--- config.mk ---
export PLATFORM = sky130hd
export DESIGN_NAME = regfile_port_sequencer_flat
export DESIGN_NICKNAME = d
export VERILOG_FILES = /design/src/rtl/regfile_port_sequencer_if.sv /design/src/rtl/regfile_port_sequencer.sv /design/src/flat_wrapper.sv
export SDC_FILE = /design/constraint.sdc
export NUM_CORES = 1
export LEC_CHECK = 0
export ABC_AREA = 1
export BUFFER_PORTS_ARGS = -buffer_cell sky130_fd_sc_hd__buf_4
export CAP_MARGIN = 20
export CORE_ASPECT_RATIO = 1.75
export CORE_MARGIN = 4
export CORE_UTILIZATION = 40
export CTS_CLUSTER_SIZE = 28
export DETAILED_ROUTE_END_ITERATION = 6
export GPL_TIMING_DRIVEN = 0
export PLACE_DENSITY = 0.72
export SYNTH_ARGS = -nofsm -noshare
export SYNTH_HDL_FRONTEND = slang
export SYNTH_SLANG_ARGS = --single-unit
--- constraint.sdc ---
create_clock -name clk -period 18 [get_ports clk]
set_input_delay 3.6 -clock clk [delete_from_list [all_inputs] [get_ports clk]]
set_output_delay 3.6 -clock clk [all_outputs]
set_load 0.01 [all_outputs]
--- src/rtl/regfile_port_sequencer_if.sv ---
// Request/response handshake and register-file port bundle for regfile_port_sequencer.
// slave is the sequencer's view; master is the client plus register file side.
interface regfile_port_sequencer_if #(
  parameter int unsigned DATA_W = 64,
  parameter int unsigned ID_W   = 4
) ();
  logic              req_valid;
  logic              req_ready;
  logic [ID_W-1:0]   src_a;
  logic [ID_W-1:0]   src_b;
  logic [ID_W-1:0]   dst_e;
  logic [ID_W-1:0]   dst_m;
  logic [DATA_W-1:0] val_e;
  logic [DATA_W-1:0] val_m;
  logic              rsp_valid;
  logic              rsp_ready;
  logic [DATA_W-1:0] val_a;
  logic [DATA_W-1:0] val_b;
  logic [ID_W-1:0]   rf_reg_id_read;
  logic              rf_read_en;
  logic [DATA_W-1:0] rf_value_read;
  logic [ID_W-1:0]   rf_reg_id_write;
  logic [DATA_W-1:0] rf_value_write;
  logic              rf_write_en;

  modport slave (
    input  req_valid, src_a, src_b, dst_e, dst_m, val_e, val_m, rsp_ready, rf_value_read,
    output req_ready, rsp_valid, val_a, val_b, rf_reg_id_read, rf_read_en,
           rf_reg_id_write, rf_value_write, rf_write_en
  );

  modport master (
    output req_valid, src_a, src_b, dst_e, dst_m, val_e, val_m, rsp_ready, rf_value_read,
    input  req_ready, rsp_valid, val_a, val_b, rf_reg_id_read, rf_read_en,
           rf_reg_id_write, rf_value_write, rf_write_en
  );
endinterface

--- src/rtl/regfile_port_sequencer.sv ---
// Serialises one decode/writeback request onto a single-read/single-write register file:
// read A, read B, write E, write M, then returns val_a/val_b over a valid/ready response.
module regfile_port_sequencer #(
  parameter int unsigned     DATA_W = 64,
  parameter int unsigned     ID_W   = 4,
  parameter logic [ID_W-1:0] RNONE  = '1,
  parameter int unsigned     RD_LAT = 0
) (
  input  logic                     clk,
  input  logic                     rst,
  regfile_port_sequencer_if.slave  bus_io
);

  typedef enum logic [2:0] {StIdle, StRdA, StRdB, StWrE, StWrM, StResp} state_e;

  state_e            state_q, state_d;
  logic [1:0]        cnt_q;
  logic [ID_W-1:0]   src_a_q, src_b_q, dst_e_q, dst_m_q;
  logic [DATA_W-1:0] val_e_q, val_m_q;
  logic              req_ready_q, rsp_valid_q, rd_en_q, wr_en_q;
  logic [DATA_W-1:0] val_a_q, val_b_q, wr_data_q;
  logic [ID_W-1:0]   rd_id_q, wr_id_q;

  logic              accept, rd_last;
  logic [ID_W-1:0]   a_eff, b_eff, e_eff, m_eff;
  logic [DATA_W-1:0] ve_eff, vm_eff;

  // Skip chain: the first phase whose id is not RNONE is entered directly.
  function automatic state_e from_wr_m(logic [ID_W-1:0] m);
    return (m != RNONE) ? StWrM : StResp;
  endfunction

  function automatic state_e from_wr_e(logic [ID_W-1:0] e, logic [ID_W-1:0] m);
    return (e != RNONE) ? StWrE : from_wr_m(m);
  endfunction

  function automatic state_e from_rd_b(logic [ID_W-1:0] b, logic [ID_W-1:0] e,
                                       logic [ID_W-1:0] m);
    return (b != RNONE) ? StRdB : from_wr_e(e, m);
  endfunction

  function automatic state_e from_rd_a(logic [ID_W-1:0] a, logic [ID_W-1:0] b,
                                       logic [ID_W-1:0] e, logic [ID_W-1:0] m);
    return (a != RNONE) ? StRdA : from_rd_b(b, e, m);
  endfunction

  always_comb begin
    accept  = (state_q == StIdle) && bus_io.req_valid;
    rd_last = (cnt_q == 2'(RD_LAT));
    // On the accept edge the request fields are not yet latched, so use them live.
    a_eff   = accept ? bus_io.src_a : src_a_q;
    b_eff   = accept ? bus_io.src_b : src_b_q;
    e_eff   = accept ? bus_io.dst_e : dst_e_q;
    m_eff   = accept ? bus_io.dst_m : dst_m_q;
    ve_eff  = accept ? bus_io.val_e : val_e_q;
    vm_eff  = accept ? bus_io.val_m : val_m_q;
    state_d = state_q;
    unique case (state_q)
      StIdle:  if (bus_io.req_valid) state_d = from_rd_a(a_eff, b_eff, e_eff, m_eff);
      StRdA:   if (rd_last) state_d = from_rd_b(b_eff, e_eff, m_eff);
      StRdB:   if (rd_last) state_d = from_wr_e(e_eff, m_eff);
      StWrE:   state_d = from_wr_m(m_eff);
      StWrM:   state_d = StResp;
      StResp:  if (bus_io.rsp_ready) state_d = StIdle;
      default: state_d = StIdle;
    endcase
  end

  always_ff @(posedge clk or posedge rst) begin
    if (rst) begin
      state_q     <= StIdle;
      cnt_q       <= 2'd0;
      src_a_q     <= '0;
      src_b_q     <= '0;
      dst_e_q     <= '0;
      dst_m_q     <= '0;
      val_e_q     <= '0;
      val_m_q     <= '0;
      req_ready_q <= 1'b1;
      rsp_valid_q <= 1'b0;
      val_a_q     <= '0;
      val_b_q     <= '0;
      rd_en_q     <= 1'b0;
      rd_id_q     <= '0;
      wr_en_q     <= 1'b0;
      wr_id_q     <= '0;
      wr_data_q   <= '0;
    end else begin
      state_q <= state_d;
      cnt_q   <= ((state_d == state_q) && ((state_q == StRdA) || (state_q == StRdB))) ?
                 cnt_q + 2'd1 : 2'd0;
      if (accept) begin
        src_a_q <= bus_io.src_a;
        src_b_q <= bus_io.src_b;
        dst_e_q <= bus_io.dst_e;
        dst_m_q <= bus_io.dst_m;
        val_e_q <= bus_io.val_e;
        val_m_q <= bus_io.val_m;
        if (bus_io.src_a == RNONE) val_a_q <= '0;
        if (bus_io.src_b == RNONE) val_b_q <= '0;
      end
      if ((state_q == StRdA) && rd_last) val_a_q <= bus_io.rf_value_read;
      if ((state_q == StRdB) && rd_last) val_b_q <= bus_io.rf_value_read;
      req_ready_q <= (state_d == StIdle);
      rsp_valid_q <= (state_d == StResp);
      rd_en_q     <= (state_d == StRdA) || (state_d == StRdB);
      rd_id_q     <= (state_d == StRdA) ? a_eff : (state_d == StRdB) ? b_eff : '0;
      wr_en_q     <= (state_d == StWrE) || (state_d == StWrM);
      wr_id_q     <= (state_d == StWrE) ? e_eff : (state_d == StWrM) ? m_eff : '0;
      wr_data_q   <= (state_d == StWrE) ? ve_eff : (state_d == StWrM) ? vm_eff : '0;
    end
  end

  assign bus_io.req_ready       = req_ready_q;
  assign bus_io.rsp_valid       = rsp_valid_q;
  assign bus_io.val_a           = val_a_q;
  assign bus_io.val_b           = val_b_q;
  assign bus_io.rf_read_en      = rd_en_q;
  assign bus_io.rf_reg_id_read  = rd_id_q;
  assign bus_io.rf_write_en     = wr_en_q;
  assign bus_io.rf_reg_id_write = wr_id_q;
  assign bus_io.rf_value_write  = wr_data_q;

endmodule

--- src/flat_wrapper.sv ---
// flat-port wrapper written by rule: the top's interface ports become plain ports
module regfile_port_sequencer_flat 
#(
  parameter int unsigned     DATA_W = 64,
  parameter int unsigned     ID_W   = 4,
  parameter logic [ID_W-1:0] RNONE  = '1,
  parameter int unsigned     RD_LAT = 0
)
  (clk, rst, bus_io_req_valid, bus_io_src_a, bus_io_src_b, bus_io_dst_e, bus_io_dst_m, bus_io_val_e, bus_io_val_m, bus_io_rsp_ready, bus_io_rf_value_read, bus_io_req_ready, bus_io_rsp_valid, bus_io_val_a, bus_io_val_b, bus_io_rf_reg_id_read, bus_io_rf_read_en, bus_io_rf_reg_id_write, bus_io_rf_value_write, bus_io_rf_write_en);
  regfile_port_sequencer_if #(.DATA_W(DATA_W), .ID_W(ID_W)) bus_io_i ();
  input  logic clk;
  input  logic rst;
  input wire logic [$bits(bus_io_i.req_valid)-1:0] bus_io_req_valid;
  input wire logic [$bits(bus_io_i.src_a)-1:0] bus_io_src_a;
  input wire logic [$bits(bus_io_i.src_b)-1:0] bus_io_src_b;
  input wire logic [$bits(bus_io_i.dst_e)-1:0] bus_io_dst_e;
  input wire logic [$bits(bus_io_i.dst_m)-1:0] bus_io_dst_m;
  input wire logic [$bits(bus_io_i.val_e)-1:0] bus_io_val_e;
  input wire logic [$bits(bus_io_i.val_m)-1:0] bus_io_val_m;
  input wire logic [$bits(bus_io_i.rsp_ready)-1:0] bus_io_rsp_ready;
  input wire logic [$bits(bus_io_i.rf_value_read)-1:0] bus_io_rf_value_read;
  output wire logic [$bits(bus_io_i.req_ready)-1:0] bus_io_req_ready;
  output wire logic [$bits(bus_io_i.rsp_valid)-1:0] bus_io_rsp_valid;
  output wire logic [$bits(bus_io_i.val_a)-1:0] bus_io_val_a;
  output wire logic [$bits(bus_io_i.val_b)-1:0] bus_io_val_b;
  output wire logic [$bits(bus_io_i.rf_reg_id_read)-1:0] bus_io_rf_reg_id_read;
  output wire logic [$bits(bus_io_i.rf_read_en)-1:0] bus_io_rf_read_en;
  output wire logic [$bits(bus_io_i.rf_reg_id_write)-1:0] bus_io_rf_reg_id_write;
  output wire logic [$bits(bus_io_i.rf_value_write)-1:0] bus_io_rf_value_write;
  output wire logic [$bits(bus_io_i.rf_write_en)-1:0] bus_io_rf_write_en;
  assign bus_io_i.req_valid = bus_io_req_valid;
  assign bus_io_i.src_a = bus_io_src_a;
  assign bus_io_i.src_b = bus_io_src_b;
  assign bus_io_i.dst_e = bus_io_dst_e;
  assign bus_io_i.dst_m = bus_io_dst_m;
  assign bus_io_i.val_e = bus_io_val_e;
  assign bus_io_i.val_m = bus_io_val_m;
  assign bus_io_i.rsp_ready = bus_io_rsp_ready;
  assign bus_io_i.rf_value_read = bus_io_rf_value_read;
  assign bus_io_req_ready = bus_io_i.req_ready;
  assign bus_io_rsp_valid = bus_io_i.rsp_valid;
  assign bus_io_val_a = bus_io_i.val_a;
  assign bus_io_val_b = bus_io_i.val_b;
  assign bus_io_rf_reg_id_read = bus_io_i.rf_reg_id_read;
  assign bus_io_rf_read_en = bus_io_i.rf_read_en;
  assign bus_io_rf_reg_id_write = bus_io_i.rf_reg_id_write;
  assign bus_io_rf_value_write = bus_io_i.rf_value_write;
  assign bus_io_rf_write_en = bus_io_i.rf_write_en;
  regfile_port_sequencer #(.DATA_W(DATA_W), .ID_W(ID_W), .RNONE(RNONE), .RD_LAT(RD_LAT)) u_core (.clk(clk), .rst(rst), .bus_io(bus_io_i));
endmodule
==> flow_metrics.tcl, run 1 <==
set metrics [dict create \
    leakage_nw 10.3 \
    ys_warn_count 0 \
    cp_max_fo 10 \
    rsz0062_at_grt "false" \
    grt_pass1_vias 12269 \
    routed-via-count 11504 \
    clk_latency_ns 0.56 \
    syn_inst 1496 \
    grt_max_degree 134 \
    clk_path_buf_depth 3 \
    critPathKind "in2reg" \
    hold_viol_final 0 \
    synth_area_leaders "dfrtp_1 64%, nand2_1 18%, inv_1 4.1%, nand4_1 3.3%, o22ai_1 2.9%" \
    holdWs_ns 0.425 \
    synth.avg_cell_area_um2 9.19 \
    place_area_mm2 0.0175 \
    netlist.area_leader.share_pct 64.1 \
    track_usage_pct 21.7 \
    syn_area_mm2 0.0137 \
    tightest_slew_ns 0.973 \
    placementRows 89 \
    io-pin-count 416 \
    drt_pass1_iterations 5 \
    final_nets 2160 \
    overflow 0 \
    hold_start "u_core.cnt_q[0]$_DFF_PP0_" \
    cellPowerDensity_mw_per_mm2 189 \
    slew_headroom_pct 34.7 \
    hpwl_mm 31.7 \
    antenna_found_initial 2 \
    design_area_mm2 0.0186 \
    crit_path_start "bus_io_req_valid" \
    synth_top_area_cell "dfrtp_1" \
    multi_input_area_mm2 0.00393 \
    rrSetupSlack_ns 15.27 \
    final_util_pct 54.9 \
    slew_violations 0 \
    place_worst_setup_slack_ns 12.00 \
    die_y_um 253 \
    hold_buffers 0 \
    clk_pin_slew_worst_paths_ns 0.07 \
    required_ns 18.40 \
    start_util_pct 40.6 \
    timing.rr.start "u_core.state_q[2]$_DFF_PP0_" \
    cts_made_buffers 31 \
    min_path_type "reg2reg" \
    routabilityCongestion 0.911 \
    ys_ff_latch 353 \
    routedWlPerCell_um 17.1 \
    timing.final.crit_share_pct 30.0 \
    drt_iter0_drc 465 \
    ctsHtreeMaxLevel 1 \
    final_common_cell "nand2_1" \
    dieArea_mm2 0.0375 \
    tritoncts "yes" \
    slowest_delay_ns 0.76 \
    crit_path_cell_trace "buf_4, inv_1, nor2_4, nand2_2, clkinv_2, nand2_1, o21ai_1, clkbuf_1, o22ai_1" \
    max-cap-violations 0 \
    fin_crit_ns 5.40 \
    regArea_mm2 0.00883 \
    detail-route-antenna-nets 0 \
    fin_cells 2426 \
    ys_seq_area_share_pct 64.3 \
    status "finished clean" \
    crit_slowest_cell "o21ai_1" \
    place_inst 2369 \
    power_mw 3.52 \
    layout_common_cells "653 x nand2_1, 417 x buf_4, 352 x dfrtp_1, 149 x inv_1, 73 x nand4_1" \
    setup_ws_ns 12.60 \
    setup_viol_count_final 0 \
    drive_gt1_share_pct 26.5 \
    cts-resized-gates 0 \
    io_buffer_count 415 \
    clock_sinks 353 \
    grt_pass1_wl_mm 65.0 \
    synthesis.nets 1709 \
    root_buffer "clkbuf_16" \
    ir_drop_uv 119 \
    syn2layout_area_growth_pct 35.3 \
    chipWidth_um 148 \
    routed_wl_mm 41.5 \
    clock.fmax_ghz 0.185 \
    finClkSkew_ns 0.0203 \
    setup.worst_path.end_class "flip-flop" \
    drc 0 \
    fillers 3111 \
    netlist-cell-type-count 28 \
    vias_per_cell 4.74 \
    finalSetupTns_ns 0 \
    arrival_ns 5.80 \
    start_kind "primary input" \
    cts_setup_buffers 0 \
    core_area_mm2 0.0339 \
]
## layout make-up
type | count | share of cell area [%]
diodes | 1 | 0.0135
plain buffers | 87 | 2.16
clock buffers | 46 | 5.01
clock inverters | 10 | 0.740
inverters | 154 | 3.16
multi-input cells | 902 | 21.2
flip-flops and latches | 353 | 47.5
well taps | 455 | 3.06
repair buffers | 418 | 17.2
## flip-flops by register name (all words and copies together), names as in the netlist, 2 cells and up
signal and cells:
u_core.bus_io.rf_reg_id_write 4, u_core.val_e_q 64, u_core.bus_io.rf_value_write 64, u_core.state_q 3, u_core.val_m_q 64, u_core.dst_e_q 4
u_core.src_a_q 4, u_core.cnt_q 2, u_core.bus_io.val_a 64, u_core.bus_io.val_b 64, u_core.dst_m_q 4, u_core.src_b_q 4
u_core.bus_io.rf_reg_id_read 4
## worst paths after layout
check                                                      end  cells after the start
setup reg to reg           u_core.bus_io.val_b[55]$_DFFE_PP0P_                      7
max in group asynchronous         u_core.val_m_q[53]$_DFF_PP0_                      4
hold reg to reg                      u_core.cnt_q[0]$_DFF_PP0_                      1
hold / removal                       u_core.cnt_q[0]$_DFF_PP0_                      1
min in group asynchronous  u_core.bus_io.val_a[41]$_DFFE_PP0P_                      2
setup / recovery           u_core.bus_io.val_b[55]$_DFFE_PP0P_                      9
## synth_stat cells, drive strengths merged
cell,count
nand2,658
buf,32
nand3,11
inv,153
nor2,16
o211ai,1
o21ai,68
ha,1
clkbuf,55
dfrtp,352
nand3b,4
clkinv,1
nand4,73
nor3,4
dfstp,1
o22ai,64
a21oi,2
## where the power goes
part	switching, mW	internal [mW]	leakage (nW)
clock	0.295	0.401	0.523
sequential	0.160	1.17	4.47
combinational	0.923	0.577	5.31
## logic make-up after synthesis
kind of cell / Yosys count / synth area share (%)
compound gates: 135 / 5.67
fa+ha+maj: 1 / 0.0910
buf+inv: 241 / 7.13
flops: 353 / 64.3
simple gates: 766 / 22.9
## per-layer routing
| layer | global-route usage (%) | part of all wire (%) |
|---|---|---|
| met1 | 23.5 | 35 |
| met2 | 40.8 | 54 |
| met3 | 5.84 | 8.1 |
| met4 | 6.97 | 2.9 |
| met5 | 0 | 0.031 |
## critical path: cells and delay by family
kind	cells	cell delay, ns
AOI/OAI and AO/OA	2	0.91
buffers and inverters	4	0.88
and+or+nand+nor	3	0.39
Note: power is estimated with default switching activity, not from simulation.
==> inputs of run 2 (changes only) <==
==> constraint.sdc (replaced) <==
create_clock -name clk -period 5.3 [get_ports clk]
set_input_delay 1.06 -clock clk [delete_from_list [all_inputs] [get_ports clk]]
set_output_delay 1.06 -clock clk [all_outputs]
set_load 0.01 [all_outputs]
==> flow_metrics.tcl, run 2 (synthesis gave the netlist of run 1 again) <==
set metrics [dict create \
    status "finished clean" \
    slew_headroom_pct 25.5 \
    routedWlPerCell_um 17.3 \
    cts-resized-gates 0 \
    hpwl_mm 32.8 \
    overflow 0 \
    holdWs_ns 0.431 \
    track_usage_pct 22.0 \
    leakage_nw 10.4 \
    cellPowerDensity_mw_per_mm2 647 \
    setup_ws_ns 2.41 \
    timing.final.crit_share_pct 54.6 \
    tightest_slew_ns 1.11 \
    ir_drop_uv 436 \
    clock_sinks 353 \
    chipWidth_um 148 \
    clk_latency_ns 0.52 \
    drive_gt1_share_pct 26.8 \
    drt_pass1_iterations 5 \
    die_y_um 253 \
    multi_input_area_mm2 0.00393 \
    io_buffer_count 415 \
    rsz0062_at_grt "false" \
    setup_viol_count_final 0 \
    grt_pass1_vias 12506 \
    required_ns 5.67 \
    hold_buffers 0 \
    min_path_type "reg2reg" \
    routed_wl_mm 42.3 \
    drc 0 \
    grt_pass1_wl_mm 65.0 \
    place_worst_setup_slack_ns 1.85 \
    routed-via-count 11599 \
    drt_iter0_drc 416 \
    routabilityCongestion 0.879 \
    tritoncts "yes" \
    start_kind "primary input" \
    io-pin-count 416 \
    detail-route-antenna-nets 0 \
    clk_path_buf_depth 3 \
    hold_viol_final 0 \
    setup.worst_path.end_class "flip-flop" \
    cp_max_fo 10 \
    final_nets 2169 \
    syn2layout_area_growth_pct 36.6 \
    final_common_cell "nand2_1" \
    ctsHtreeMaxLevel 2 \
    critPathKind "in2reg" \
    clock.fmax_ghz 0.345 \
    core_area_mm2 0.0339 \
    fillers 3093 \
    final_util_pct 55.5 \
    clk_pin_slew_worst_paths_ns 0.06 \
    slew_violations 0 \
    vias_per_cell 4.75 \
    finClkSkew_ns 0.0188 \
    arrival_ns 3.26 \
    regArea_mm2 0.00883 \
    start_util_pct 40.6 \
    cts_made_buffers 34 \
    dieArea_mm2 0.0375 \
    fin_crit_ns 2.89 \
    cts_setup_buffers 0 \
    antenna_found_initial 5 \
    placementRows 89 \
    grt_max_degree 43 \
    root_buffer "clkbuf_16" \
    max-cap-violations 0 \
    layout_common_cells "653 x nand2_1, 417 x buf_4, 352 x dfrtp_1, 149 x inv_1, 73 x nand4_1" \
]
run 2: cell count changes in the layout (fill, tap and decap cells not counted), sizes merged:
cell and change:
diode +4, clkinv +3, inv -1, clkinvlp +1, bufinv +1, buf +6
run 2: final timing paths:
check	start	cells after the start	to	slack (ns)
max	bus_io_req_valid	9	u_core.bus_io.val_b[57]$_DFFE_PP0P_	2.41
min reg2reg	u_core.cnt_q[0]$_DFF_PP0_	1	u_core.cnt_q[0]$_DFF_PP0_	0.43
min	u_core.cnt_q[0]$_DFF_PP0_	1	u_core.cnt_q[0]$_DFF_PP0_	0.43
max reg2reg	u_core.state_q[2]$_DFF_PP0_	7	u_core.bus_io.val_b[57]$_DFFE_PP0P_	2.60
max in group asynchronous	rst	7	u_core.val_e_q[21]$_DFF_PP0_	2.81
min in group asynchronous	rst	2	u_core.bus_io.rf_reg_id_write[2]$_DFF_PP0_	0.71
run 2: critical path, stage by stage:
cell	delay, ns
buf_4	0.08
inv_1	0.06
nor2_4	0.21
nand2_2	0.12
clkinv_2	0.15
nand2_1	0.09
o21ai_1	0.86
clkbuf_1	0.49
o22ai_1	0.14
run 2: power by group:
group          leakage [nW]  internal [mW]  switching (mW)
Sequential             4.47           3.96           0.527
Combinational          5.36           1.97            3.17
Clock                 0.563           1.48            1.04
Total                  10.4           7.41            4.74
run 2: layout make-up:
type | instances | area share, %
Inverter | 154 | 3.10
Multi-Input combinational cell | 902 | 20.9
Tap cell | 455 | 3.03
Timing Repair Buffer | 424 | 17.6
Sequential cell | 353 | 47.0
Clock buffer | 46 | 5.15
Clock inverter | 14 | 0.972
Buffer | 87 | 2.14
Antenna cell | 5 | 0.0666
run 2: layer usage:
layer / global-route usage (%) / routed length [µm] / up-vias / share of wire (%)
met5: 0 / 0 / - / 0
met4: 11.2 / 2130 / 0 / 5.0
met3: 5.53 / 3130 / 110 / 7.4
met2: 40.8 / 22600 / 416 / 53
met1: 22.7 / 14500 / 5468 / 34
li1: - / - / 5605 / -
run 2: stage by stage:
step	area, µm²	power, mW	setup TNS (ns)	instances
global placement	17400	9.55	-812.34	2366
finish	18800	12.2	0	2440
global route	18800	13.0	0	2440
CTS	18800	12.3	0	2435
detailed placement	17600	9.71	0	2375
floorplan	13800	7.26	-171.62	1496
==> inputs of run 3 (changes only) <==
--- a/config.mk
+++ b/config.mk
@@ -5,7 +5,7 @@
 export SDC_FILE = /design/constraint.sdc
 export NUM_CORES = 1
 export LEC_CHECK = 0
-export ABC_AREA = 1
+export ABC_AREA = 0
 export BUFFER_PORTS_ARGS = -buffer_cell sky130_fd_sc_hd__buf_4
 export CAP_MARGIN = 20
 export CORE_ASPECT_RATIO = 1.75
@@ -14,7 +14,7 @@
 export CTS_CLUSTER_SIZE = 28
 export DETAILED_ROUTE_END_ITERATION = 6
 export GPL_TIMING_DRIVEN = 0
-export PLACE_DENSITY = 0.72
+export PLACE_DENSITY = 0.74
 export SYNTH_ARGS = -nofsm -noshare
 export SYNTH_HDL_FRONTEND = slang
 export SYNTH_SLANG_ARGS = --single-unit
==> constraint.sdc (replaced) <==
create_clock -name clk -period 2.6 [get_ports clk]
set_input_delay 0.52 -clock clk [delete_from_list [all_inputs] [get_ports clk]]
set_output_delay 0.52 -clock clk [all_outputs]
set_load 0.01 [all_outputs]
==> flow_metrics.tcl, run 3 <==
set metrics [dict create \
    hold_depth 3 \
    syn_inst 1201 \
    tritoncts "yes" \
    grt_pass1_wl_mm 66.9 \
    synth_edf_count 0 \
    dieArea_mm2 0.0381 \
    slew_headroom_pct 42.4 \
    syn_area_mm2 0.0140 \
    setup_viol_count_final 0 \
    netlist.area_leader.share_pct 63.0 \
    setup_ws_ns 0.0925 \
    start_kind "flip-flop" \
    ys.flop_type "dfrtp_1" \
    io-pin-count 416 \
    yosysMostFrequentCell "dfrtp_1" \
    drc 0 \
    vias_per_cell 5.14 \
    grt_pass1_vias 11958 \
    layout_common_cells "434 x buf_4, 350 x dfrtp_1, 223 x nand2_1, 138 x mux2i_1, 128 x a22o_1" \
    routabilityCongestion 0.855 \
    netlist-cell-type-count 40 \
    die_y_um 255 \
    synth_area_leaders "dfrtp_1 63%, mux2i_1 10%, a22o_1 8.0%, nand2_1 6.0%, o21ai_0 2.6%" \
    clk_pin_slew_worst_paths_ns 0.07 \
    track_usage_pct 22.5 \
    clk_path_buf_depth 3 \
    grt_max_degree 46 \
    ir_drop_uv 802 \
    ys_warn_count 0 \
    cp_max_fo 6 \
    routedWlPerCell_um 20.5 \
    routed_wl_mm 44.3 \
    chipWidth_um 149 \
    clock.fmax_ghz 0.399 \
    root_buffer "clkbuf_16" \
    final_nets 1890 \
    power_mw 27.0 \
    status "finished clean" \
    detail-route-antenna-nets 0 \
    fin_crit_ns 2.51 \
    drt_pass1_iterations 5 \
    hold_viol_final 0 \
    place_worst_setup_slack_ns -0.816 \
    drt_iter0_drc 512 \
    rr_worst_depth 9 \
    synth.avg_cell_area_um2 11.6 \
    max-cap-violations 0 \
    core_area_mm2 0.0345 \
    setup.worst_path.end_class "flip-flop" \
    placementRows 90 \
    final_util_pct 56.5 \
    overflow 0 \
    synthesis.nets 1414 \
    routed-via-count 11120 \
    synthArstFlopShare_pct 100 \
    start_util_pct 40.6 \
    cellPowerDensity_mw_per_mm2 1390 \
    synth_top_area_cell "dfrtp_1" \
    cts_made_buffers 31 \
    min_path_type "in2reg" \
    io_buffer_count 415 \
    antenna_found_initial 1 \
    clock_sinks 353 \
    critPathKind "reg2reg" \
    leakage_nw 10.3 \
    arrival_ns 3.00 \
    ys_seq_area_share_pct 63.2 \
    rsz0062_at_grt "false" \
    syn2layout_area_growth_pct 39.4 \
    required_ns 3.09 \
    final_common_cell "buf_4" \
    ys_top_cells_by_count "352 x dfrtp_1, 223 x nand2_1, 146 x mux2i_1, 128 x a22o_1, 78 x inv_1" \
    finClkSkew_ns 0.0104 \
    clk_latency_ns 0.57 \
    tightest_slew_ns 0.864 \
    drive_gt1_share_pct 33.2 \
    ys_ff_latch 353 \
    ctsHtreeMaxLevel 1 \
    hpwl_mm 32.9 \
    slew_violations 0 \
    timing.final.crit_share_pct 96.4 \
]
## run 3: changes by cell type in the layout (fill, tap and decap cells not counted), moves of 59 or more
cell     before  now
nand4_1      73    5
a22o_1        0  128
nand2_1     653  223
o22ai_1      64    0
inv_1       149   77
mux2i_1       0  138
nand3_1      10   69
## run 3: area by class of cell
cell class | instances | area [µm²]
tap | 460 | 576
antenna | 1 | 2.50
inverter | 78 | 297
buffer | 80 | 418
clock buffer | 35 | 831
sequential | 353 | 8840
timing repair buffer | 453 | 3650
clock inverter | 22 | 295
multi-input combinational | 680 | 4580
fill | 2967 | 15000
## run 3: final timing paths
kind                                         startpoint                                          to  slack, ns
setup / recovery            u_core.state_q[2]$_DFF_PP0_  u_core.bus_io.rf_value_write[51]$_DFF_PP0_       0.09
hold / removal                         bus_io_val_m[63]                u_core.val_m_q[63]$_DFF_PP0_       0.17
setup reg to reg            u_core.state_q[2]$_DFF_PP0_  u_core.bus_io.rf_value_write[51]$_DFF_PP0_       0.09
hold reg to reg            u_core.val_e_q[10]$_DFF_PP0_                u_core.val_e_q[10]$_DFF_PP0_       0.47
max in group asynchronous                           rst   u_core.bus_io.rf_value_write[3]$_DFF_PP0_       0.81
min in group asynchronous                           rst         u_core.bus_io.val_b[42]$_DFFE_PP0P_       0.48
## run 3: per-layer routing
layer | up-vias | GRT usage (%) | wire, µm
met3 | 133 | 4.23 | 2740
met1 | 5484 | 24.9 | 15400
met2 | 463 | 40.5 | 23500
met5 | - | 0 | 0
li1 | 5040 | - | -
met4 | 0 | 12.5 | 2700
## run 3: worst max-delay path, stage by stage, from the launching register on
cell	delay, ns
dfrtp_2	0.46
or4b_4	0.54
o22a_1	0.26
a21boi_4	0.15
o311ai_4	0.33
buf_6	0.17
buf_12	0.12
buf_12	0.10
buf_16	0.11
mux2i_1	0.18
## run 3: where the power goes
part	internal [mW]	switching (mW)	leakage (nW)	total (mW)
clock network	2.91	2.13	0.529	5.04
logic	5.95	7.09	5.34	13.0
registers	7.89	1.07	4.43	8.96
## run 3: per-stage QoR
stage / cell area [µm²] / hold WS (ns) / instances / setup TNS, ns
after global placement: 17700 / 0.421 / 2076 / -1652.47
after detailed placement: 17900 / 0.429 / 2087 / -47.25
after floorplan: 14000 / 0.410 / 1201 / -933.30
final: 19500 / 0.165 / 2162 / 0
after CTS: 19400 / 0.129 / 2160 / -0.963
after global routing: 19500 / 0.147 / 2162 / 0
## run 3: cell families (layout without fill, tap and decap cells)
group,Yosys count,after routing,share of synthesized area [%]
flip-flops,353,353,63.2
other,0,1,0
buffers and inverters,168,668,4.91
AND/OR/NAND/NOR,320,320,9.87
XOR/XNOR,1,1,0.0627
adder cells (fa/ha/maj),1,1,0.0895
AO/OA/AOI/OAI,211,211,11.3
multiplexers,147,147,10.5
## run 3: repair_timing
action / in CTS / in global routing
hold endpoints to repair: 11 / 0
hold buffers: 1 / 0
resized for setup: 56 / 27
setup buffers: 18 / 5
pin swaps: 6 / 3
endpoints found under the setup margin: 265 / 122
cloned: 2 / 1
